==> src/rtl/delay_fifo_drain.sv <==
// Circular drain buffer: accepts a valid-qualified stream and releases it in fixed bursts or a full flush.
// Optional sticky error outputs are enabled by defining DELAY_FIFO_DRAIN_ERR_FLAGS_EN.
module delay_fifo_drain #(
  parameter int SIG_DATA_WIDTH = 16,
  parameter int DEPTH          = 8,
  parameter int BURST_LEN      = 4
) (
  input  logic                            clk,
  input  logic                            reset,
  input  logic [SIG_DATA_WIDTH-1:0]       Data_In,
  input  logic                            Data_In_Valid,
  output logic                            In_Ready,
  input  logic                            Flush,
  output logic [SIG_DATA_WIDTH-1:0]       Data_Out,
  output logic                            Data_Out_Valid,
  input  logic                            Out_Ready,
  output logic                            Burst_Active,
`ifdef DELAY_FIFO_DRAIN_ERR_FLAGS_EN
  output logic                            Overflow_Err,
  output logic                            Underflow_Err,
`endif
  output logic [$clog2(DEPTH+1)-1:0]      Count
);

  localparam int AW = $clog2(DEPTH);
  localparam int CW = $clog2(DEPTH+1);
  localparam int BW = $clog2(BURST_LEN+1);

  typedef enum logic [1:0] {IDLE = 2'd0, BURST = 2'd1, FLUSH = 2'd2} state_t;

  state_t              state_q, state_d;
  logic [AW-1:0]       wr_ptr_q, wr_ptr_d;
  logic [AW-1:0]       rd_ptr_q, rd_ptr_d;
  logic [CW-1:0]       count_q, count_d;
  logic [BW-1:0]       beats_q, beats_d;
  logic                flush_pend_q, flush_pend_d;
  logic                wr, rd, flush_req;

  logic [SIG_DATA_WIDTH-1:0] mem [DEPTH];

  assign wr        = Data_In_Valid && In_Ready;
  assign rd        = Data_Out_Valid && Out_Ready;
  assign flush_req = Flush || flush_pend_q;
  assign Data_Out  = mem[rd_ptr_q];
  assign Count     = count_q;

  // Storage is never cleared; only the pointers define what is valid.
  always_ff @(posedge clk) begin
    if (wr) mem[wr_ptr_q] <= Data_In;
  end

  always_comb begin
    wr_ptr_d = wr ? wr_ptr_q + AW'(1) : wr_ptr_q;
    rd_ptr_d = rd ? rd_ptr_q + AW'(1) : rd_ptr_q;
    case ({wr, rd})
      2'b10:   count_d = count_q + CW'(1);
      2'b01:   count_d = count_q - CW'(1);
      default: count_d = count_q;
    endcase
  end

  always_ff @(posedge clk) begin
    if (reset) begin
      state_q      <= IDLE;
      wr_ptr_q     <= '0;
      rd_ptr_q     <= '0;
      count_q      <= '0;
      beats_q      <= '0;
      flush_pend_q <= 1'b0;
    end else begin
      state_q      <= state_d;
      wr_ptr_q     <= wr_ptr_d;
      rd_ptr_q     <= rd_ptr_d;
      count_q      <= count_d;
      beats_q      <= beats_d;
      flush_pend_q <= flush_pend_d;
    end
  end

  always_comb begin
    state_d      = state_q;
    beats_d      = beats_q;
    flush_pend_d = flush_pend_q;
    case (state_q)
      IDLE: begin
        // A flush request with nothing buffered is simply dropped.
        flush_pend_d = 1'b0;
        if (flush_req && (count_q != '0)) begin
          state_d = FLUSH;
        end else if (count_q >= CW'(BURST_LEN)) begin
          state_d = BURST;
          beats_d = BW'(BURST_LEN);
        end
      end
      BURST: begin
        if (Flush) flush_pend_d = 1'b1;
        if (rd) begin
          beats_d = beats_q - BW'(1);
          // Bursts always run to completion; a queued flush takes over afterwards.
          if (beats_q == BW'(1)) begin
            flush_pend_d = 1'b0;
            if (flush_req && (count_d != '0)) state_d = FLUSH;
            else                              state_d = IDLE;
          end
        end
      end
      FLUSH: begin
        flush_pend_d = 1'b0;
        if (count_q == '0) state_d = IDLE;
      end
      default: begin
        state_d      = IDLE;
        flush_pend_d = 1'b0;
      end
    endcase
  end

  always_comb begin
    In_Ready       = (count_q != CW'(DEPTH));
    Burst_Active   = (state_q == BURST) || (state_q == FLUSH);
    Data_Out_Valid = (state_q != IDLE) && (count_q != '0);
  end

`ifdef DELAY_FIFO_DRAIN_ERR_FLAGS_EN
  logic overflow_q, overflow_d;
  logic underflow_q, underflow_d;

  always_comb begin
    overflow_d  = overflow_q  || (Data_In_Valid && !In_Ready);
    underflow_d = underflow_q || (Out_Ready && Burst_Active && (count_q == '0));
  end

  always_ff @(posedge clk) begin
    if (reset) begin
      overflow_q  <= 1'b0;
      underflow_q <= 1'b0;
    end else begin
      overflow_q  <= overflow_d;
      underflow_q <= underflow_d;
    end
  end

  assign Overflow_Err  = overflow_q;
  assign Underflow_Err = underflow_q;
`endif

endmodule

==> config.mk <==
export PLATFORM = sky130hd
export DESIGN_NAME = delay_fifo_drain
export DESIGN_NICKNAME = d
export VERILOG_FILES = /design/src/rtl/delay_fifo_drain.sv
export SDC_FILE = /design/constraint.sdc
export NUM_CORES = 1
export LEC_CHECK = 0
export ABC_AREA = 1
export CAP_MARGIN = 20
export CORE_MARGIN = 2
export CORE_UTILIZATION = 58
export CTS_CLUSTER_DIAMETER = 80
export DETAILED_ROUTE_END_ITERATION = 12
export GPL_TIMING_DRIVEN = 0
export PLACE_DENSITY = 0.79
export SLEW_MARGIN = 20
export SYNTH_ARGS = -nofsm -noshare
export SYNTH_HDL_FRONTEND = slang
export SYNTH_SLANG_ARGS = --single-unit
==> constraint.sdc <==
create_clock -name clk -period 3 [get_ports clk]
set_input_delay 0.6 -clock clk [delete_from_list [all_inputs] [get_ports clk]]
set_output_delay 0.6 -clock clk [all_outputs]
set_load 0.01 [all_outputs]
# == Word level (Yosys, flattened, before mapping) ==
# Memories as Yosys holds them, arrays and structs flattened. A register that Yosys moved wholly into a read port is not among the register bits.
# Cells that the tools add are included.
# totals
reg_bits,16
out_inout_bits,23
wordCells,61
input_bits,21
memories,1
ramBits,128
# op_classes
addsub,5
reduce_logical,16
n_lt_le_gt_ge,1
n_bitwise,1
mux,19
n_eq_ne,12
# memory_table
memory,words,word_bits,rd,rd_clocked_by_memory_dff,wr,line,text
mem,8,16,1,1,1,39,logic [SIG_DATA_WIDTH-1:0] mem [DEPTH];
# ops
cell,n
two-way mux 3 bit,5
two-way mux 2 bit,6
!= test 2 bit (second input constant),5
one-hot mux 4 bit (2 select lines),1
AND reduction 4 bit,2
nonzero test 4 bit,2
adder 3 x 1 -> 3 bit (second input constant),2
one-hot mux 2 bit (3 select lines),1
one-hot mux 3 bit (2 select lines),1
logical AND 1 bit,5
two-way mux 1 bit,5
adder 4 x 1 -> 4 bit (second input constant),1
== test 2 x 1 -> 1 bit (second input constant),2
== test 2 bit (second input constant),2
>= comparator 4 x 3 -> 1 bit (second input constant),1
logical NOT 4 bit,1
!= test 4 bit (second input constant),1
nonzero test 2 bit,2
subtractor 4 x 1 -> 4 bit (second input constant),1
== test 3 x 1 -> 1 bit (second input constant),1
!= test 3 bit (second input constant),1
subtractor 3 x 1 -> 3 bit (second input constant),1
logical NOT 2 bit,1
logical OR 1 bit,2
other kinds (2),2

# == Depth between registers and ports, before layout ==
# Gate-level depths: netlist (run 1).
# logic_depth
word_depth,11
depth_mapped,21

# == Least setup slack after synthesis (run 1) ==
# OpenSTA, ideal clock, no wires.
# synth_timing
kind,register -> register
from,reg state_q[0]
to,reg state_q[1]
synth_period_minus_slack_ps,2216
required_time_ps,2882
setup_time_ps,118
t_arrival_ps,2098
path_slack_ps,784
stages_incl_launch_ff,17
path_cell_list,dfxtp_1 > inv_1 > ha_1 > nor2_4 > nand2_4 > inv_1 > ha_1 > nand2_1 > inv_1 > nor2_1 > ha_1 > mux2i_1 > nand2_1 > nor2_1 > nand3_1 > nand2_1 > a21oi_1
# synth_via
elab_chain_len,11
elab_cells_between_ends,20
classes_between,eq/ne: 8; mux: 5; reduce/logical: 7
# synth_lines
item,line,text
start: declaration,31,"state_t state_q, state_d;"
start signal: assignment,71,state_q <= state_d;
nonzero test 2 bit *,121,Data_Out_Valid = (state_q != IDLE) && (count_q != '0);
logical AND 1 bit *,121,
named net Data_Out_Valid,15,"output logic Data_Out_Valid,"
logical AND 1 bit *,42,assign rd = Data_Out_Valid && Out_Ready;
== test 2 x 1 -> 1 bit / == test 2 bit (equally long branches),55,"case ({wr, rd})"
one-hot mux 4 bit (2 select lines),55,
nonzero test 4 bit,102,if (flush_req && (count_d != '0)) state_d = FLUSH;
logical AND 1 bit,102,
two-way mux 2 bit,102,
two-way mux 2 bit,100,if (beats_q == BW'(1)) begin
two-way mux 2 bit,97,if (rd) begin
one-hot mux 2 bit (3 select lines),84,case (state_q)
# Mark *: on every way through the listed nets, which the timed path passes. The rest lies on a longest branch. The select of a mux whose other input is x is not followed.
# A chain may end at the register's enable or synchronous reset.

==> impl_metrics.py, run 1 <==
metrics = {
    "status": {
        "status": "finished clean",
    },
    "sta": {
        "max_freq_mhz": 338,
        "clock_skew_ns": 0.00589,
        "setup_viol": 0,
        "finalMaxSlewViolations": 0,
        "fin_crit_ns": 2.96,
        "fin_crit_sh_pct": 98.6,
        "worst_slew_pin_slew_ns": 0.934,
        "slew_headroom_pct": 37.7,
        "hold_viol": 0,
        "setup_ws_ns": 0.0428,
    },
    "setup_path": {
        "r2r_cells": 20,
        "critPathLaunchType": "register",
        "r2r_setup_slack_ns": 0.46,
        "endpoint": "Data_Out[0]",
        "r2r_start": "state_q[0]",
        "required_ns": 2.40,
        "cp_max_fo": 10,
        "path_class": "reg2out",
        "cp-end-kind": "primary output",
        "timing.rr.end": "state_q[1]",
        "crit_arrival_ns": 2.36,
    },
    "route": {
        "first_pass_iters": 6,
        "drc_errors": 0,
        "vias_per_cell": 5.82,
        "drt_iter0_markers": 551,
        "via_count": 4289,
        "wirelength_mm": 13.9,
        "ant_nets": 0,
        "wl_per_cell_um": 18.9,
    },
    "cts": {
        "clkLatencyLatePin_ns": 0.53,
        "cts.sinks": 147,
        "htreeDepth": 4,
        "clk_pin_slew_ns": 0.06,
        "numCtsBuffers": 17,
        "clk_path_buf_depth": 2,
        "tritoncts": "yes",
        "cts_root_buf": "clkbuf_8",
    },
    "final_layout": {
        "fin_cells": 737,
        "diodes": 0,
        "areaGrowthSynthToFinish_pct": 22.7,
        "final_util_pct": 72.2,
        "fin_area_mm2": 0.00736,
        "nets": 619,
        "drive_gt1_share_pct": 13.3,
    },
    "yosys": {
        "synth_xor_area_share_pct": 0.438,
        "yosys.area_share.adder_pct": 2.09,
        "synthTopCellsByArea": "edfxtp_1 64%, nor2_1 8.5%, dfxtp_1 6.3%",
        "synth_most_common_cell": "nor2_1",
        "netlist_instances": 521,
        "ys_ff_latch": 147,
        "yosys-top-cells-count": "135 x nor2_1, 128 x edfxtp_1, 69 x o21ai_0",
        "synth_compound_area_share_pct": 10.4,
        "synth.area.mux_share_pct": 0.167,
        "mappedNetlistArea_mm2": 0.00600,
        "yosysTopAreaCell": "edfxtp_1",
        "avgSynthCellArea_um2": 11.5,
        "async_flop_share_pct": 0,
        "syn-num-nets": 552,
        "ys_warn_count": 0,
        "synth_ff_type": "edfxtp_1",
        "yosys.area_share.simple_pct": 13.1,
        "synth-seq-area-share_pct": 70.5,
        "synth_cell_types": 28,
        "synth_top_family_by_area": "simple AND/OR/NAND/NOR gates",
        "synth_top_area_share_pct": 64.1,
        "synth_edf_count": 128,
    },
    "power": {
        "internal_power_mw": 4.02,
        "vdd_drop_max_uv": 737,
        "power.switching_mw": 1.55,
        "pwr-share-comb_pct": 19.3,
        "swShare_pct": 27.8,
        "powerDensity_mw_per_mm2": 757,
        "seqPwrFrac_pct": 42.6,
        "p_leak_nw": 2.71,
        "p_clk_share_pct": 38.1,
    },
    "place": {
        "portBuffers": 42,
        "dpl_cell_area_mm2": 0.00669,
        "gp_congestion": 0.820,
        "dp.cells": 705,
        "dp_hpwl_mm": 8.71,
        "pre_cts_slack_ns": 0.197,
    },
    "grt": {
        "grt_pass1_vias": 4274,
        "grt_max_degree": 17,
        "grt_overflow_total": 0,
        "antenna_found_initial": 0,
        "grt_pass1_wl_mm": 21.5,
        "grt_use_total_pct": 26.1,
    },
    "floorplan": {
        "boundaryPins": 44,
        "start_util_pct": 58.9,
        "core_area_mm2": 0.0102,
        "dieHeight_um": 106,
        "dieArea_mm2": 0.0112,
        "die_width_um": 106,
        "placementRows": 37,
    },
    "min_path": {
        "min-delay-start": "reset",
        "hold_path.class": "in2reg",
    },
    "run": {
        "maxCapViolations": 0,
    },
}
## state kept, by name, indices dropped and copies added, names as in the netlist, named ones only
| signal | count |
|---|---|
| beats_q | 3 |
| rd_ptr_q | 3 |
| mem | 128 |
| wr_ptr_q | 3 |
| flush_pend_q | 1 |
| state_q | 2 |
| Count | 4 |
## power by group through the flow
| stage | logic [mW] | clock network, mW | registers (mW) |
|---|---|---|---|
| after floorplan | 0.621 | 0 | 2.41 |
| after global placement | 0.976 | 0 | 2.41 |
| after detailed placement | 1.03 | 0 | 2.41 |
| after CTS | 1.05 | 2.14 | 2.37 |
| after global routing | 1.18 | 2.22 | 2.38 |
| final | 1.07 | 2.12 | 2.37 |
## metrics by stage
stage | TNS, ns | power, mW | hold WS [ns]
after floorplan | 0 | 3.03 | 0.412
after global placement | -7.90 | 3.38 | 0.425
after detailed placement | 0 | 3.44 | 0.430
after CTS | -0.134 | 5.55 | 0.298
after global routing | -0.0631 | 5.78 | 0.307
final | 0 | 5.57 | 0.312
## per-layer routing
metal	share of wire [%]	up-vias	GRT usage (%)
met5	0	-	0
met4	3.1	0	11.9
met3	9.1	37	7.79
met2	51	262	43.1
met1	37	2022	31.8
li1	-	1968	-
## layout make-up
cell class                 instances  area [um2]
buffer                            23         168
clock inverter                    14         176
multi-input combinational        324        1590
tap                              136         170
inverter                          27         104
fill                             636        2830
clock buffer                      18         418
sequential                       147        4230
timing repair buffer              48         502
## worst max-delay path: stages (launching register included)
cell and delay [ns]:
dfxtp_2 0.38, buf_6 0.17, buf_4 0.21, nor2_1 0.08
o22ai_1 0.16, nor2_1 0.09, a31oi_1 0.17, clkdlybuf4s50_1 0.56
## worst min path at each step
| stage | slack (ns) | cells after the start | to |
|---|---|---|---|
| 4_1_cts | 0.30 | 2 | wr_ptr_q[0] |
| 3_3_place_gp | 0.43 | 1 | register |
| 2_1_floorplan | 0.41 | 1 | register |
| 6_report | 0.31 | 2 | wr_ptr_q[0] |
| 3_5_place_dp | 0.43 | 1 | register |
| 5_1_grt | 0.31 | 2 | beats_q[2] |
## cells by family (layout without fill, tap and decap cells)
family                   Yosys count  count (layout)
XOR/XNOR                           3               3
AO/OA/AOI/OAI                    117             117
adder cells (fa/ha/maj)           10              10
buffers and inverters             50             130
flip-flops                       147             147
multiplexers                       1               1
AND/OR/NAND/NOR                  193             193
## repair_timing
item / in CTS / in global routing
hold buffers: 0 / 0
buffers inserted: 0 / 0
gates cloned: 0 / 0
endpoints found under the setup margin: 16 / 10
resized for setup: 25 / 33
## layout by cell type (no fill, tap or decap), types with 2 or more instances in the layout
master           netlist  routed
buf_6                  0       8
clkbuf_2               1       6
a21oi_1               15      15
nor2_2                 2      10
xor2_1                 2       2
buf_2                  6       2
o21ai_0               69      69
dlygate4sd2_1          0       6
o22ai_1               16      16
clkdlybuf4s50_1        0      32
inv_1                 25      24
clkbuf_1              14       2
clkbuf_4               0       4
buf_4                  1       5
a31oi_1               16      16
buf_8                  0       3
dfxtp_1               19      17
dlymetal6s2s_1         0       4
inv_6                  0       5
nor2_1               135     127
nand2_4                2       2
edfxtp_1             128     128
clkinv_4               0       3
bufinv_16              0       3
clkbuf_16              0      16
ha_1                  10      10
nand3_2                2       2
nand2_1               38      38
inv_2                  2       2
nand3_1               10      10
dfxtp_2                0       2
(Power assumes the default switching activity.)
==> inputs of run 2 (changes only) <==
--- a/config.mk
+++ b/config.mk
@@ -10,8 +10,10 @@
 export CORE_MARGIN = 2
 export CORE_UTILIZATION = 58
 export CTS_CLUSTER_DIAMETER = 80
+export CTS_CLUSTER_SIZE = 24
 export DETAILED_ROUTE_END_ITERATION = 12
 export GPL_TIMING_DRIVEN = 0
+export MAX_ROUTING_LAYER = met4
 export PLACE_DENSITY = 0.79
 export SLEW_MARGIN = 20
 export SYNTH_ARGS = -nofsm -noshare
==> run 2 against run 1 <==
Against the previous run: die area stayed put; clock-buffer cell count stayed put; worst hold slack better by 0.0064 ns; critical path depth stayed put; critical path type unchanged; highest routed layer unchanged.
==> impl_metrics.py, run 2 (synthesis results as in run 1) <==
metrics = {
    "setup_path": {
        "crit_family": "buffers and inverters",
        "slowest_delay_ns": 0.57,
        "r2r_setup_slack_ns": 0.45,
        "r2r_cells": 20,
        "cp_slowest_cell": "clkdlybuf4s50_1",
        "crit_path_frequent_cell": "nor2_1",
        "r2r_start": "state_q[0]",
        "path_class": "reg2out",
        "timing.rr.end": "state_q[1]",
        "crit_chain": "buf_6 -> buf_4 -> nor2_1 -> o22ai_1 -> nor2_1 -> a31oi_1 -> clkdlybuf4s50_1",
        "cp_max_fo": 10,
        "cp-end-kind": "primary output",
        "crit_arrival_ns": 2.34,
        "required_ns": 2.40,
        "critPathLaunchType": "register",
        "path_buf_inv": 3,
    },
    "floorplan": {
        "core_area_mm2": 0.0102,
        "dieArea_mm2": 0.0112,
        "start_util_pct": 58.9,
        "die_width_um": 106,
        "boundaryPins": 44,
        "dieHeight_um": 106,
        "placementRows": 37,
    },
    "place": {
        "gp_congestion": 0.832,
        "dp_hpwl_mm": 8.71,
        "dpl_cell_area_mm2": 0.00669,
        "portBuffers": 42,
    },
    "route": {
        "wl_per_cell_um": 19.0,
        "drc_errors": 0,
        "via_count": 4320,
        "vias_per_cell": 5.86,
        "drt_iter0_markers": 551,
        "first_pass_iters": 5,
        "ant_nets": 0,
        "wirelength_mm": 14.0,
    },
    "status": {
        "status": "finished clean",
    },
    "grt": {
        "grt_pass1_wl_mm": 21.5,
        "grt_max_degree": 17,
        "antenna_found_initial": 0,
        "grt_use_total_pct": 26.9,
        "grt_overflow_total": 0,
        "grt_pass1_vias": 4293,
    },
    "sta": {
        "clock_skew_ns": 0.00759,
        "finalMaxSlewViolations": 0,
        "fin_crit_sh_pct": 98.0,
        "worst_slew_pin_slew_ns": 0.943,
        "setup_viol": 0,
        "fin_tns_setup_ns": 0,
        "hold_viol": 0,
        "max_freq_mhz": 340,
        "fin_crit_ns": 2.94,
        "slew_headroom_pct": 37.0,
    },
    "final_layout": {
        "fillers": 640,
        "largest_register_ffs": 128,
        "diodes": 0,
        "final_common_cell": "edfxtp_1",
        "nets": 619,
        "regMostFlops": "mem",
        "layout_common_cells": "128 x edfxtp_1, 127 x nor2_1, 69 x o21ai_0",
        "areaGrowthSynthToFinish_pct": 22.5,
        "drive_gt1_share_pct": 13.1,
        "fin_area_mm2": 0.00735,
    },
    "power": {
        "powerDensity_mw_per_mm2": 758,
        "vdd_drop_max_uv": 736,
        "p_leak_nw": 2.69,
    },
    "min_path": {
        "hold_depth": 2,
        "min-delay-start": "reset",
        "hold_path.class": "in2reg",
        "hold_path_end": "wr_ptr_q[0]",
    },
    "run": {
        "maxCapViolations": 0,
    },
    "cts": {
        "tritoncts": "yes",
        "cts.sinks": 147,
        "clk_pin_slew_ns": 0.06,
        "numCtsBuffers": 17,
        "clkLatencyLatePin_ns": 0.53,
        "htreeDepth": 4,
        "cts_root_buf": "clkbuf_8",
        "clk_path_buf_depth": 2,
    },
}
run 2: cell count changes in the layout (fill, tap and decap cells not counted):
cell,delta
buf_1,+1
buf_2,+1
buf_4,+1
buf_6,-1
clkbuf_2,-1
clkbuf_4,-1
clkdlybuf4s50_1,+1
dlymetal6s2s_1,-1
run 2: area by class of cell:
class                   count  area (um2)  area share, %
plain buffers              23         160           2.18
multi-input cells         324        1590           21.7
clock buffers              18         418           5.69
inverters                  27         104           1.41
clock inverters            14         176           2.40
repair buffers             48         499           6.80
well taps                 136         170           2.32
flip-flops and latches    147        4230           57.5
run 2: worst max-delay path by stage:
| stage | startpoint | endpoint | cells past startpoint |
|---|---|---|---|
| 2_1_floorplan | state_q[0] | state_q[1] | 16 |
| 3_3_place_gp | Data_In_Valid | mem[0][4] | 5 |
| 3_5_place_dp | Data_In_Valid | state_q[1] | 13 |
| 4_1_cts | register | Data_Out[14] | 7 |
| 5_1_grt | register | Data_Out[9] | 7 |
| 6_report | register | Data_Out[0] | 7 |
run 2: report_power, final:
group	total (mW)	leakage [nW]	switching (mW)	internal, mW
sequential	2.37	1.32	0.0527	2.32
clock	2.12	0.289	0.843	1.28
combinational	1.07	1.09	0.652	0.421
run 2: repair_timing:
action	in CTS	in global routing
hold buffers	0	0
setup endpoints to repair	16	10
setup buffers	0	0
gates resized for setup	25	29
run 2: through the flow:
stage          util, %  power (mW)  instances  setup WS, ns  hold slack, ns
3_5_place_dp      65.6        3.44        705         0.197           0.430
2_1_floorplan        -        3.03        521         0.784           0.412
3_3_place_gp      64.7        3.38        699        -0.166           0.425
4_1_cts           71.7        5.55        737       -0.0392           0.298
5_1_grt           72.1        5.78        737       -0.0225           0.306
6_report          72.1        5.57        737        0.0608           0.318
run 2: layer usage:
layer / track usage, % / routed length (um) / vias to the layer above
li1: - / - / 1973
met1: 31.9 / 5190 / 2065
met2: 43.2 / 7030 / 247
met3: 6.99 / 1330 / 35
met4: 13.3 / 434 / 0
met5: - / 0 / -
==> inputs of run 3 (changes only) <==
--- a/config.mk
+++ b/config.mk
@@ -6,7 +6,8 @@
 export NUM_CORES = 1
 export LEC_CHECK = 0
 export ABC_AREA = 1
-export CAP_MARGIN = 20
+export CAP_MARGIN = 10
+export CORE_ASPECT_RATIO = 1.1
 export CORE_MARGIN = 2
 export CORE_UTILIZATION = 58
 export CTS_CLUSTER_DIAMETER = 80
==> run 3 against run 2 <==
Against the previous run: critical path depth unchanged; first-iteration DRC count decreased by 29%; register-to-register slack improved by 0.07 ns; flip-flop and latch count unchanged; combinational power about the same; highest routed layer unchanged; non-clock buffer count unchanged; largest power group unchanged; largest cell class unchanged; worst hold slack improved by 0.0063 ns; final cell count decreased by 2.2%; wire length decreased by 3.8%; setup slack improved by 0.038 ns.
==> impl_metrics.py, run 3 (synthesis results as in run 1) <==
metrics = {
    "setup_path": {
        "r2r_start": "state_q[0]",
        "critPathLaunchType": "register",
        "r2r_cells": 15,
        "cp.depth": 7,
        "cp_slowest_cell": "clkdlybuf4s50_1",
        "crit_path_frequent_cell": "nor2_1",
        "endpoint": "Data_Out[8]",
        "path_buf_inv": 3,
        "timing.rr.end": "state_q[1]",
        "crit_chain": "inv_2 -> clkbuf_4 -> nor2_1 -> o22ai_1 -> nor2_1 -> a31oi_1 -> clkdlybuf4s50_1",
        "cp-end-kind": "primary output",
        "path_class": "reg2out",
        "r2r_setup_slack_ns": 0.52,
        "required_ns": 2.40,
        "cp_max_fo": 10,
        "crit_arrival_ns": 2.30,
        "slowest_delay_ns": 0.56,
        "crit_family": "buffers and inverters",
    },
    "power": {
        "powerDensity_mw_per_mm2": 742,
        "p_clk_share_pct": 36.5,
        "pwr-share-comb_pct": 19.6,
        "swShare_pct": 27.5,
        "internal_power_mw": 3.92,
        "vdd_drop_max_uv": 493,
        "power.switching_mw": 1.48,
        "p_leak_nw": 2.66,
        "seqPwrFrac_pct": 43.9,
    },
    "cts": {
        "htreeDepth": 4,
        "clk_pin_slew_ns": 0.06,
        "cts_root_buf": "clkbuf_8",
        "cts.sinks": 147,
        "clk_path_buf_depth": 2,
        "tritoncts": "yes",
        "clkLatencyLatePin_ns": 0.53,
        "numCtsBuffers": 17,
    },
    "sta": {
        "rsz0062_at_grt": "true",
        "fin_tns_setup_ns": 0,
        "clock_skew_ns": 0.00763,
        "fin_crit_sh_pct": 96.7,
        "max_freq_mhz": 345,
        "worst_slew_pin_slew_ns": 0.922,
        "slew_headroom_pct": 38.5,
        "fin_crit_ns": 2.90,
        "finalMaxSlewViolations": 0,
        "setup_viol": 0,
        "hold_viol": 0,
    },
    "route": {
        "first_pass_iters": 6,
        "drt_iter0_markers": 389,
        "wl_per_cell_um": 18.6,
        "ant_nets": 0,
        "vias_per_cell": 5.82,
        "via_count": 4193,
        "wirelength_mm": 13.4,
        "drc_errors": 0,
    },
    "floorplan": {
        "placementRows": 38,
        "boundaryPins": 44,
        "dieHeight_um": 111,
        "die_width_um": 101,
        "dieArea_mm2": 0.0112,
        "core_area_mm2": 0.00998,
        "start_util_pct": 60.1,
    },
    "final_layout": {
        "nets": 619,
        "layout_common_cells": "128 x edfxtp_1, 127 x nor2_1, 69 x o21ai_0",
        "final_util_pct": 72.9,
        "regMostFlops": "mem",
        "areaGrowthSynthToFinish_pct": 21.4,
        "fin_cells": 721,
        "drive_gt1_share_pct": 12.6,
        "largest_register_ffs": 128,
        "fin_area_mm2": 0.00728,
        "diodes": 0,
        "fillers": 660,
        "final_common_cell": "edfxtp_1",
    },
    "grt": {
        "grt_pass1_wl_mm": 21.4,
        "grt_max_degree": 17,
        "grt_pass1_vias": 4376,
        "antenna_found_initial": 0,
        "grt_use_total_pct": 26.5,
        "grt_overflow_total": 0,
    },
    "status": {
        "status": "finished clean",
    },
    "place": {
        "portBuffers": 42,
        "dp.cells": 689,
        "dpl_cell_area_mm2": 0.00667,
        "gp_congestion": 0.876,
        "dp_hpwl_mm": 8.63,
    },
    "run": {
        "maxCapViolations": 0,
    },
    "min_path": {
        "hold_path.class": "in2reg",
    },
}
## run 3: power by group through the flow
| stage | Sequential [mW] | Combinational, mW | Clock, mW |
|---|---|---|---|
| 6_report | 2.37 | 1.06 | 1.97 |
| 5_1_grt | 2.38 | 1.17 | 2.06 |
| 4_1_cts | 2.37 | 1.05 | 1.99 |
| 3_5_place_dp | 2.41 | 1.03 | 0 |
| 3_3_place_gp | 2.41 | 0.978 | 0 |
| 2_1_floorplan | 2.41 | 0.621 | 0 |
## run 3: routing by layer
metal  vias to the layer above  share of wire, %  track usage, %
li1                       1972                 -               -
met1                      1972                38            31.2
met2                       201                50            42.5
met3                        48               8.1            5.76
met4                         0               3.7            13.7
met5                         -                 0               -
## run 3: worst reg2reg max path: stages (launching register included)
cell and delay [ns]:
dfxtp_1 0.34, inv_1 0.08, ha_1 0.27, nor2_4 0.16, nand2_4 0.09, inv_1 0.14, ha_1 0.25, nor2_1 0.06
nor2_1 0.16, ha_1 0.25, mux2i_1 0.16, nand2_1 0.07, nor2_1 0.11, nand3_1 0.11, nand2_1 0.07, a21oi_1 0.05
## run 3: stage by stage
step / hold slack, ns / power, mW / setup WS (ns)
final: 0.325 / 5.40 / 0.0991
after global routing: 0.328 / 5.61 / -0.00452
after CTS: 0.303 / 5.41 / 0.00927
after detailed placement: 0.460 / 3.44 / 0.225
after global placement: 0.425 / 3.39 / -0.129
after floorplan: 0.412 / 3.03 / 0.784
## run 3: final cells by class
| cell class | count | area [um2] | share of cell area, % |
|---|---|---|---|
| Sequential cell | 147 | 4230 | 58.1 |
| Clock inverter | 14 | 139 | 1.91 |
| Buffer | 23 | 149 | 2.05 |
| Timing Repair Buffer | 48 | 502 | 6.89 |
| Inverter | 27 | 101 | 1.39 |
| Clock buffer | 18 | 418 | 5.74 |
| Multi-Input combinational cell | 324 | 1590 | 21.9 |
| Tap cell | 120 | 150 | 2.06 |
## run 3: repair_timing
action	4_1_cts	5_1_grt
setup endpoints to repair	16	12
gates resized for setup	22	20
cloned	0	0
hold buffers	0	0
endpoints found under the hold margin	0	0
buffers inserted	0	0
## run 3: worst min-delay path by stage
stage,start,to,slack [ns],depth (start not counted)
3_5_place_dp,rd_ptr_q[2],register,0.46,1
5_1_grt,reset,Count[2],0.33,2
3_3_place_gp,rd_ptr_q[2],register,0.43,1
2_1_floorplan,rd_ptr_q[2],register,0.41,1
4_1_cts,reset,beats_q[2],0.30,2
6_report,reset,Count[3],0.32,2
